<file path="src/rtl/dm_arbiter_if.sv">
// Bus bundle for the two-port memory arbiter: two requester ports (p0 = CPU,
// p1 = DMA/debug) plus the single downstream memory port.
// slave  : arbiter side (takes requests and mem_rd, drives grants and mem_*).
// master : requester/memory side, the mirror image.
interface dm_arbiter_if #(
  parameter int DATA_W = 32
);
  logic              p0_req,   p1_req;
  logic              p0_we,    p1_we;
  logic              p0_lock,  p1_lock;
  logic [DATA_W-1:0] p0_addr,  p1_addr;
  logic [DATA_W-1:0] p0_wdata, p1_wdata;
  logic              p0_gnt,   p1_gnt;
  logic              p0_rvalid, p1_rvalid;
  logic [DATA_W-1:0] p0_rdata, p1_rdata;
  logic              mem_we,   mem_re;
  logic [DATA_W-1:0] mem_addr, mem_wd;
  logic [DATA_W-1:0] mem_rd;

  modport slave (
    input  p0_req, p1_req, p0_we, p1_we, p0_lock, p1_lock,
    input  p0_addr, p1_addr, p0_wdata, p1_wdata, mem_rd,
    output p0_gnt, p1_gnt, p0_rvalid, p1_rvalid, p0_rdata, p1_rdata,
    output mem_we, mem_re, mem_addr, mem_wd
  );

  modport master (
    output p0_req, p1_req, p0_we, p1_we, p0_lock, p1_lock,
    output p0_addr, p1_addr, p0_wdata, p1_wdata, mem_rd,
    input  p0_gnt, p1_gnt, p0_rvalid, p1_rvalid, p0_rdata, p1_rdata,
    input  mem_we, mem_re, mem_addr, mem_wd
  );
endinterface

</file>
<file path="src/rtl/dm_arbiter.sv">
// Two-port memory arbiter with locked bursts.
// Grants are combinational in the request cycle; read data is captured at the
// grant-cycle edge and presented with a one-cycle rvalid pulse.
// A locked owner keeps the port for at most MAX_BURST consecutive grants.
// Whenever ownership ends, the other port wins a conflict in the next cycle.
// Optional feature macro: DM_ARB_RR_EN -- round-robin on idle conflicts;
// when undefined, port0 has fixed priority on idle conflicts.
module dm_arbiter #(
  parameter int MAX_BURST = 8
) (
  input  logic         clk,
  input  logic         reset,
  dm_arbiter_if.slave  bus
);

  localparam int CNT_W = $clog2(MAX_BURST + 1);
`ifdef DM_ARB_RR_EN
  localparam bit RR_EN = 1'b1;
`else
  localparam bit RR_EN = 1'b0;
`endif

  typedef enum logic [1:0] {IDLE, OWN0, OWN1} state_t;

  state_t             state_q, state_d;
  logic               ptr_q, ptr_d;       // last granted port
  logic [CNT_W-1:0]   cnt_q, cnt_d;       // grants so far in current burst
  logic [CNT_W-1:0]   cnt_inc;
  logic               yield_q, yield_d;   // ownership just ended: other port first
  logic               rvalid0_q, rvalid0_d, rvalid1_q, rvalid1_d;
  logic [31:0]        rdata0_q, rdata0_d, rdata1_q, rdata1_d;
  logic               gnt0, gnt1, prio1;

  // Port1 wins an idle conflict when round-robin says so, or right after an
  // ownership period so the waiting port is not starved by the old owner.
  assign prio1 = ~ptr_q & (RR_EN | yield_q);

  // Grant decision, suppressed during the reset cycle.
  always_comb begin
    gnt0 = 1'b0;
    gnt1 = 1'b0;
    if (!reset) begin
      case (state_q)
        IDLE: begin
          if (bus.p0_req && bus.p1_req) begin
            gnt0 = ~prio1;
            gnt1 = prio1;
          end else begin
            gnt0 = bus.p0_req;
            gnt1 = bus.p1_req;
          end
        end
        OWN0:    gnt0 = bus.p0_req;
        OWN1:    gnt1 = bus.p1_req;
        default: ;
      endcase
    end
  end

  // Memory port mux: granted port passes through unmodified, zeros otherwise.
  assign bus.p0_gnt   = gnt0;
  assign bus.p1_gnt   = gnt1;
  assign bus.mem_we   = (gnt0 & bus.p0_we) | (gnt1 & bus.p1_we);
  assign bus.mem_re   = (gnt0 & ~bus.p0_we) | (gnt1 & ~bus.p1_we);
  assign bus.mem_addr = gnt0 ? bus.p0_addr  : (gnt1 ? bus.p1_addr  : 32'h0);
  assign bus.mem_wd   = gnt0 ? bus.p0_wdata : (gnt1 ? bus.p1_wdata : 32'h0);

  // A pending rvalid is dropped as soon as reset is seen.
  assign bus.p0_rvalid = rvalid0_q & ~reset;
  assign bus.p1_rvalid = rvalid1_q & ~reset;
  assign bus.p0_rdata  = rdata0_q;
  assign bus.p1_rdata  = rdata1_q;

  // Next-state: ownership FSM, burst count, pointer and read capture.
  always_comb begin
    state_d   = state_q;
    ptr_d     = ptr_q;
    cnt_d     = cnt_q;
    yield_d   = 1'b0;
    rvalid0_d = 1'b0;
    rvalid1_d = 1'b0;
    rdata0_d  = rdata0_q;
    rdata1_d  = rdata1_q;
    cnt_inc   = cnt_q + CNT_W'(1);

    if (gnt0 || gnt1) ptr_d = gnt1;
    if (gnt0 && !bus.p0_we) begin
      rvalid0_d = 1'b1;
      rdata0_d  = bus.mem_rd;
    end
    if (gnt1 && !bus.p1_we) begin
      rvalid1_d = 1'b1;
      rdata1_d  = bus.mem_rd;
    end

    case (state_q)
      IDLE: begin
        if ((gnt0 && bus.p0_lock) || (gnt1 && bus.p1_lock)) begin
          if (MAX_BURST > 1) begin
            state_d = gnt0 ? OWN0 : OWN1;
            cnt_d   = CNT_W'(1);
          end else begin
            yield_d = 1'b1;
          end
        end
      end
      OWN0: begin
        if (!bus.p0_req || !bus.p0_lock || cnt_inc >= CNT_W'(MAX_BURST)) begin
          state_d = IDLE;
          cnt_d   = '0;
          yield_d = 1'b1;
        end else begin
          cnt_d = cnt_inc;
        end
      end
      OWN1: begin
        if (!bus.p1_req || !bus.p1_lock || cnt_inc >= CNT_W'(MAX_BURST)) begin
          state_d = IDLE;
          cnt_d   = '0;
          yield_d = 1'b1;
        end else begin
          cnt_d = cnt_inc;
        end
      end
      default: begin
        state_d = IDLE;
        cnt_d   = '0;
      end
    endcase
  end

  // State registers; reset aborts any burst and clears read status.
  always_ff @(posedge clk) begin
    if (reset) begin
      state_q   <= IDLE;
      ptr_q     <= 1'b1;
      cnt_q     <= '0;
      yield_q   <= 1'b0;
      rvalid0_q <= 1'b0;
      rvalid1_q <= 1'b0;
      rdata0_q  <= 32'h0;
      rdata1_q  <= 32'h0;
    end else begin
      state_q   <= state_d;
      ptr_q     <= ptr_d;
      cnt_q     <= cnt_d;
      yield_q   <= yield_d;
      rvalid0_q <= rvalid0_d;
      rvalid1_q <= rvalid1_d;
      rdata0_q  <= rdata0_d;
      rdata1_q  <= rdata1_d;
    end
  end

endmodule

</file>
<file path="src/flat_wrapper.sv">
// flat-port wrapper written by rule: the top's interface ports become plain ports
module dm_arbiter_flat 
#(
  parameter int MAX_BURST = 8
)
  (clk, reset, bus_p0_req, bus_p1_req, bus_p0_we, bus_p1_we, bus_p0_lock, bus_p1_lock, bus_p0_addr, bus_p1_addr, bus_p0_wdata, bus_p1_wdata, bus_mem_rd, bus_p0_gnt, bus_p1_gnt, bus_p0_rvalid, bus_p1_rvalid, bus_p0_rdata, bus_p1_rdata, bus_mem_we, bus_mem_re, bus_mem_addr, bus_mem_wd);
  dm_arbiter_if #(.DATA_W(32)) bus_i ();
  input  logic clk;
  input  logic reset;
  input wire logic [$bits(bus_i.p0_req)-1:0] bus_p0_req;
  input wire logic [$bits(bus_i.p1_req)-1:0] bus_p1_req;
  input wire logic [$bits(bus_i.p0_we)-1:0] bus_p0_we;
  input wire logic [$bits(bus_i.p1_we)-1:0] bus_p1_we;
  input wire logic [$bits(bus_i.p0_lock)-1:0] bus_p0_lock;
  input wire logic [$bits(bus_i.p1_lock)-1:0] bus_p1_lock;
  input wire logic [$bits(bus_i.p0_addr)-1:0] bus_p0_addr;
  input wire logic [$bits(bus_i.p1_addr)-1:0] bus_p1_addr;
  input wire logic [$bits(bus_i.p0_wdata)-1:0] bus_p0_wdata;
  input wire logic [$bits(bus_i.p1_wdata)-1:0] bus_p1_wdata;
  input wire logic [$bits(bus_i.mem_rd)-1:0] bus_mem_rd;
  output wire logic [$bits(bus_i.p0_gnt)-1:0] bus_p0_gnt;
  output wire logic [$bits(bus_i.p1_gnt)-1:0] bus_p1_gnt;
  output wire logic [$bits(bus_i.p0_rvalid)-1:0] bus_p0_rvalid;
  output wire logic [$bits(bus_i.p1_rvalid)-1:0] bus_p1_rvalid;
  output wire logic [$bits(bus_i.p0_rdata)-1:0] bus_p0_rdata;
  output wire logic [$bits(bus_i.p1_rdata)-1:0] bus_p1_rdata;
  output wire logic [$bits(bus_i.mem_we)-1:0] bus_mem_we;
  output wire logic [$bits(bus_i.mem_re)-1:0] bus_mem_re;
  output wire logic [$bits(bus_i.mem_addr)-1:0] bus_mem_addr;
  output wire logic [$bits(bus_i.mem_wd)-1:0] bus_mem_wd;
  assign bus_i.p0_req = bus_p0_req;
  assign bus_i.p1_req = bus_p1_req;
  assign bus_i.p0_we = bus_p0_we;
  assign bus_i.p1_we = bus_p1_we;
  assign bus_i.p0_lock = bus_p0_lock;
  assign bus_i.p1_lock = bus_p1_lock;
  assign bus_i.p0_addr = bus_p0_addr;
  assign bus_i.p1_addr = bus_p1_addr;
  assign bus_i.p0_wdata = bus_p0_wdata;
  assign bus_i.p1_wdata = bus_p1_wdata;
  assign bus_i.mem_rd = bus_mem_rd;
  assign bus_p0_gnt = bus_i.p0_gnt;
  assign bus_p1_gnt = bus_i.p1_gnt;
  assign bus_p0_rvalid = bus_i.p0_rvalid;
  assign bus_p1_rvalid = bus_i.p1_rvalid;
  assign bus_p0_rdata = bus_i.p0_rdata;
  assign bus_p1_rdata = bus_i.p1_rdata;
  assign bus_mem_we = bus_i.mem_we;
  assign bus_mem_re = bus_i.mem_re;
  assign bus_mem_addr = bus_i.mem_addr;
  assign bus_mem_wd = bus_i.mem_wd;
  dm_arbiter #(.MAX_BURST(MAX_BURST)) u_core (.clk(clk), .reset(reset), .bus(bus_i));
endmodule
</file>
<file path="config.mk">
export PLATFORM = sky130hd
export DESIGN_NAME = dm_arbiter_flat
export DESIGN_NICKNAME = d
export VERILOG_FILES = /design/src/rtl/dm_arbiter_if.sv /design/src/rtl/dm_arbiter.sv /design/src/flat_wrapper.sv
export SDC_FILE = /design/constraint.sdc
export NUM_CORES = 1
export LEC_CHECK = 0
export CORE_AREA = 2 2 117 119
export CTS_CLUSTER_SIZE = 30
export DETAILED_ROUTE_END_ITERATION = 7
export DIE_AREA = 0 0 119 121
export GPL_TIMING_DRIVEN = 0
export PLACE_DENSITY = 0.83
export SKIP_CTS_REPAIR_TIMING = 1
export SLEW_MARGIN = 20
export SYNTH_ARGS = -nofsm -noshare
export SYNTH_HDL_FRONTEND = slang
export SYNTH_SLANG_ARGS = --single-unit
</file>
<file path="constraint.sdc">
create_clock -name clk -period 3 [get_ports clk]
set_input_delay 0.6 -clock clk [delete_from_list [all_inputs] [get_ports clk]]
set_output_delay 0.6 -clock clk [all_outputs]
set_load 0.1 [all_outputs]
</file>
==> impl_metrics.ini <==
[global_route]
grt_pass1_wl_um = 26200
grt_pass1_vias = 4674
grt.total_usage_pct = 24.0
antenna_found_initial = 0
overflow = 0
grt_max_degree = 13

[synthesis]
synth_top_family_by_area = compound AO/OA/AOI/OAI gates
synth_top_flop_cell = dfxtp_1
synthCells = 408
synth_compound_area_share_pct = 31.3
synth-seq-area-share_pct = 38.5
synth_area_per_cell_um2 = 9.43
yosys.area.top_type_share_pct = 38.5
ys.warnings.count = 0
yosys.area.top_type = dfxtp_1
synth_edf_count = 0
syn_area_mm2 = 0.00385
synth-seq-cells = 74
synthMuxAreaShare_pct = 8.84
synth_xor_area_share_pct = 0.455
yosysUniqueCellTypes = 43
yosys.area_share.adder_pct = 1.95
syn_nets = 582
ys_top_cells_by_area = dfxtp_1 38%, a22o_1 15%, mux2i_1 8.8%, o311ai_0 7.3%, o21ai_0 4.6%
synth-async-reset-ratio_pct = 0
synthSimpleGateAreaFrac_pct = 7.57

[timing]
setup_ws_ns = -0.0699
post-route-period-util_pct = 102
relSlewSlack_pct = 30.4
fin_tns_setup_ns = -1.01
fmax_mhz = 326
period_needed_ns = 3.07
rsz0062_at_grt = true
hold_violations = 0
drv_slew = 0
tightest_slew_ns = 1.04
setup_viol_count_final = 43
clock_skew_ns = 0.00338

[cells_and_area]
n_fill_cell = 963
layout_common_cells = 229 x clkdlybuf4s50_1, 72 x dfxtp_1, 68 x buf_12
final_common_cell = clkdlybuf4s50_1
drive_gt1_share_pct = 25.6
num-nets-final = 896
syn_to_final_growth_pct = 123
antennaDiodeCount = 0
fin_cells = 902
register_area_mm2 = 0.00148
final_util_pct = 65.5
multi_input_area_mm2 = 0.00242

[flow_run]
maxCapViolations = 0

[placed_design]
dp.cells = 885
port_buffers = 301
dp_hpwl_um = 15200
gp_congestion = 0.975

[clocking]
cts_max_path_buffers = 2
cts_tree = yes
clk_latency_ns = 0.33
cts-root-buf = clkbuf_16
cts_max_level = 3
clock_sinks = 74
clk_pin_slew_ns = 0.06
cts_made_buffers = 9

[floorplanning]
core_area_mm2 = 0.0131
fp-row-count = 42
die-area_mm2 = 0.0144
ios = 302
start_util_pct = 29.4
die_y_um = 121
die_w_um = 119

[routing]
wl_per_cell_um = 21.7
drc = 0
vias = 4608
drt_pass1_iterations = 4
ant_nets = 0
viasPerCell = 5.11
routed_wirelength_um = 19500
drt_iter0_drc = 218

[worst_setup_path]
arrival_ns = 2.47
ff2ff_setup_slack_ns = 0.94
timing.rr.start = u_core.state_q[1]
crit_type = flip-flop to output port
crit_path_start_kind = flip-flop
endpoint_kind = output port
cp_max_fo = 10
worst-r2r-cell-count = 6
cp_data_required_time_ns = 2.40
cp-startpoint = u_core.state_q[0]

[run_status]
status = finished with violations
violations = negative setup slack

[worst_hold_path]
min_path_cells = 2
min_from = u_core.bus.p1_rdata[1]
holdCritPathClass = flip-flop to flip-flop

[power]
vdd_ir_drop_max_mv = 0.538
power_density_mw_per_mm2 = 911
p_leak_nw = 3.44
cell families after synthesis:
group / after synthesis
AO/OA/AOI/OAI: 151
buffers and inverters: 79
flip-flops: 74
AND/OR/NAND/NOR: 62
multiplexers: 34
adder cells (fa/ha/maj): 6
XOR/XNOR: 2
where the power goes:
group | leakage [nW] | switching (mW) | total [mW] | internal (mW)
clock network | 0.169 | 0.405 | 1.30 | 0.892
logic | 2.67 | 3.52 | 5.28 | 1.77
registers | 0.603 | 0.0920 | 1.23 | 1.14
total | 3.44 | 4.01 | 7.81 | 3.80
state kept, by name, summed over array words and instances, names as in the netlist:
signal and cells:
u_core.rvalid1_q 1, u_core.cnt_q 4, u_core.bus.p0_rdata 32, u_core.bus.p1_rdata 32
u_core.ptr_q 1, u_core.state_q 2, u_core.yield_q 1, u_core.rvalid0_q 1
path summary, 6_finish.rpt:
path,end
worst max register to register,u_core.bus.p0_rdata[18]
worst min-delay path,u_core.bus.p1_rdata[1]
worst min register to register,u_core.bus.p1_rdata[1]
worst max-delay path,bus_mem_wd[2]
final cells by class:
type	instances	share of cell area (%)
Timing Repair Buffer	303	42.2
Buffer	38	3.72
Multi-Input combinational cell	255	28.2
Clock buffer	10	2.67
Sequential cell	74	17.3
Clock inverter	5	1.49
Inverter	41	1.82
Tap cell	176	2.57
layer usage:
layer	global-route usage, %	up-vias	wire [um]
li1	-	2164	-
met1	26.1	2160	7210
met2	42.5	237	9750
met3	9.16	47	1860
met4	8.48	0	722
met5	0	-	0
cell usage after synthesis (2+ instances only):
library cell,number
buf_12,7
a22o_1,65
buf_6,3
inv_1,40
nand2b_1,2
clkbuf_1,26
o2111ai_1,2
nand2_1,41
ha_1,6
and4b_1,2
dfxtp_1,74
nor2b_1,3
nand3_1,5
o311ai_0,32
a21oi_1,4
mux2i_1,34
nand3b_1,2
o21ai_0,35
critical path, stage by stage (launching register included):
cell and delay [ns]:
dfxtp_2 0.35, inv_4 0.10, ha_4 0.16, and2b_4 0.21
a2111oi_4 0.38, a21boi_4 0.26, buf_12 0.17, buf_12 0.15
a22o_2 0.18, buf_12 0.18
metrics by stage:
stage | worst slack [ns] | hold slack, ns | power (mW) | cell area [um^2]
finish | -0.0699 | 0.459 | 7.81 | 8570
global route | -0.162 | 0.474 | 8.04 | 8570
CTS | -1.94 | 0.462 | 7.09 | 7650
detailed placement | -1.92 | 0.448 | 5.79 | 7300
global placement | -1.89 | 0.443 | 5.75 | 7300
floorplan | -0.688 | 0.453 | 4.62 | 4060
No activity file was read; power rests on OpenSTA's default activity.
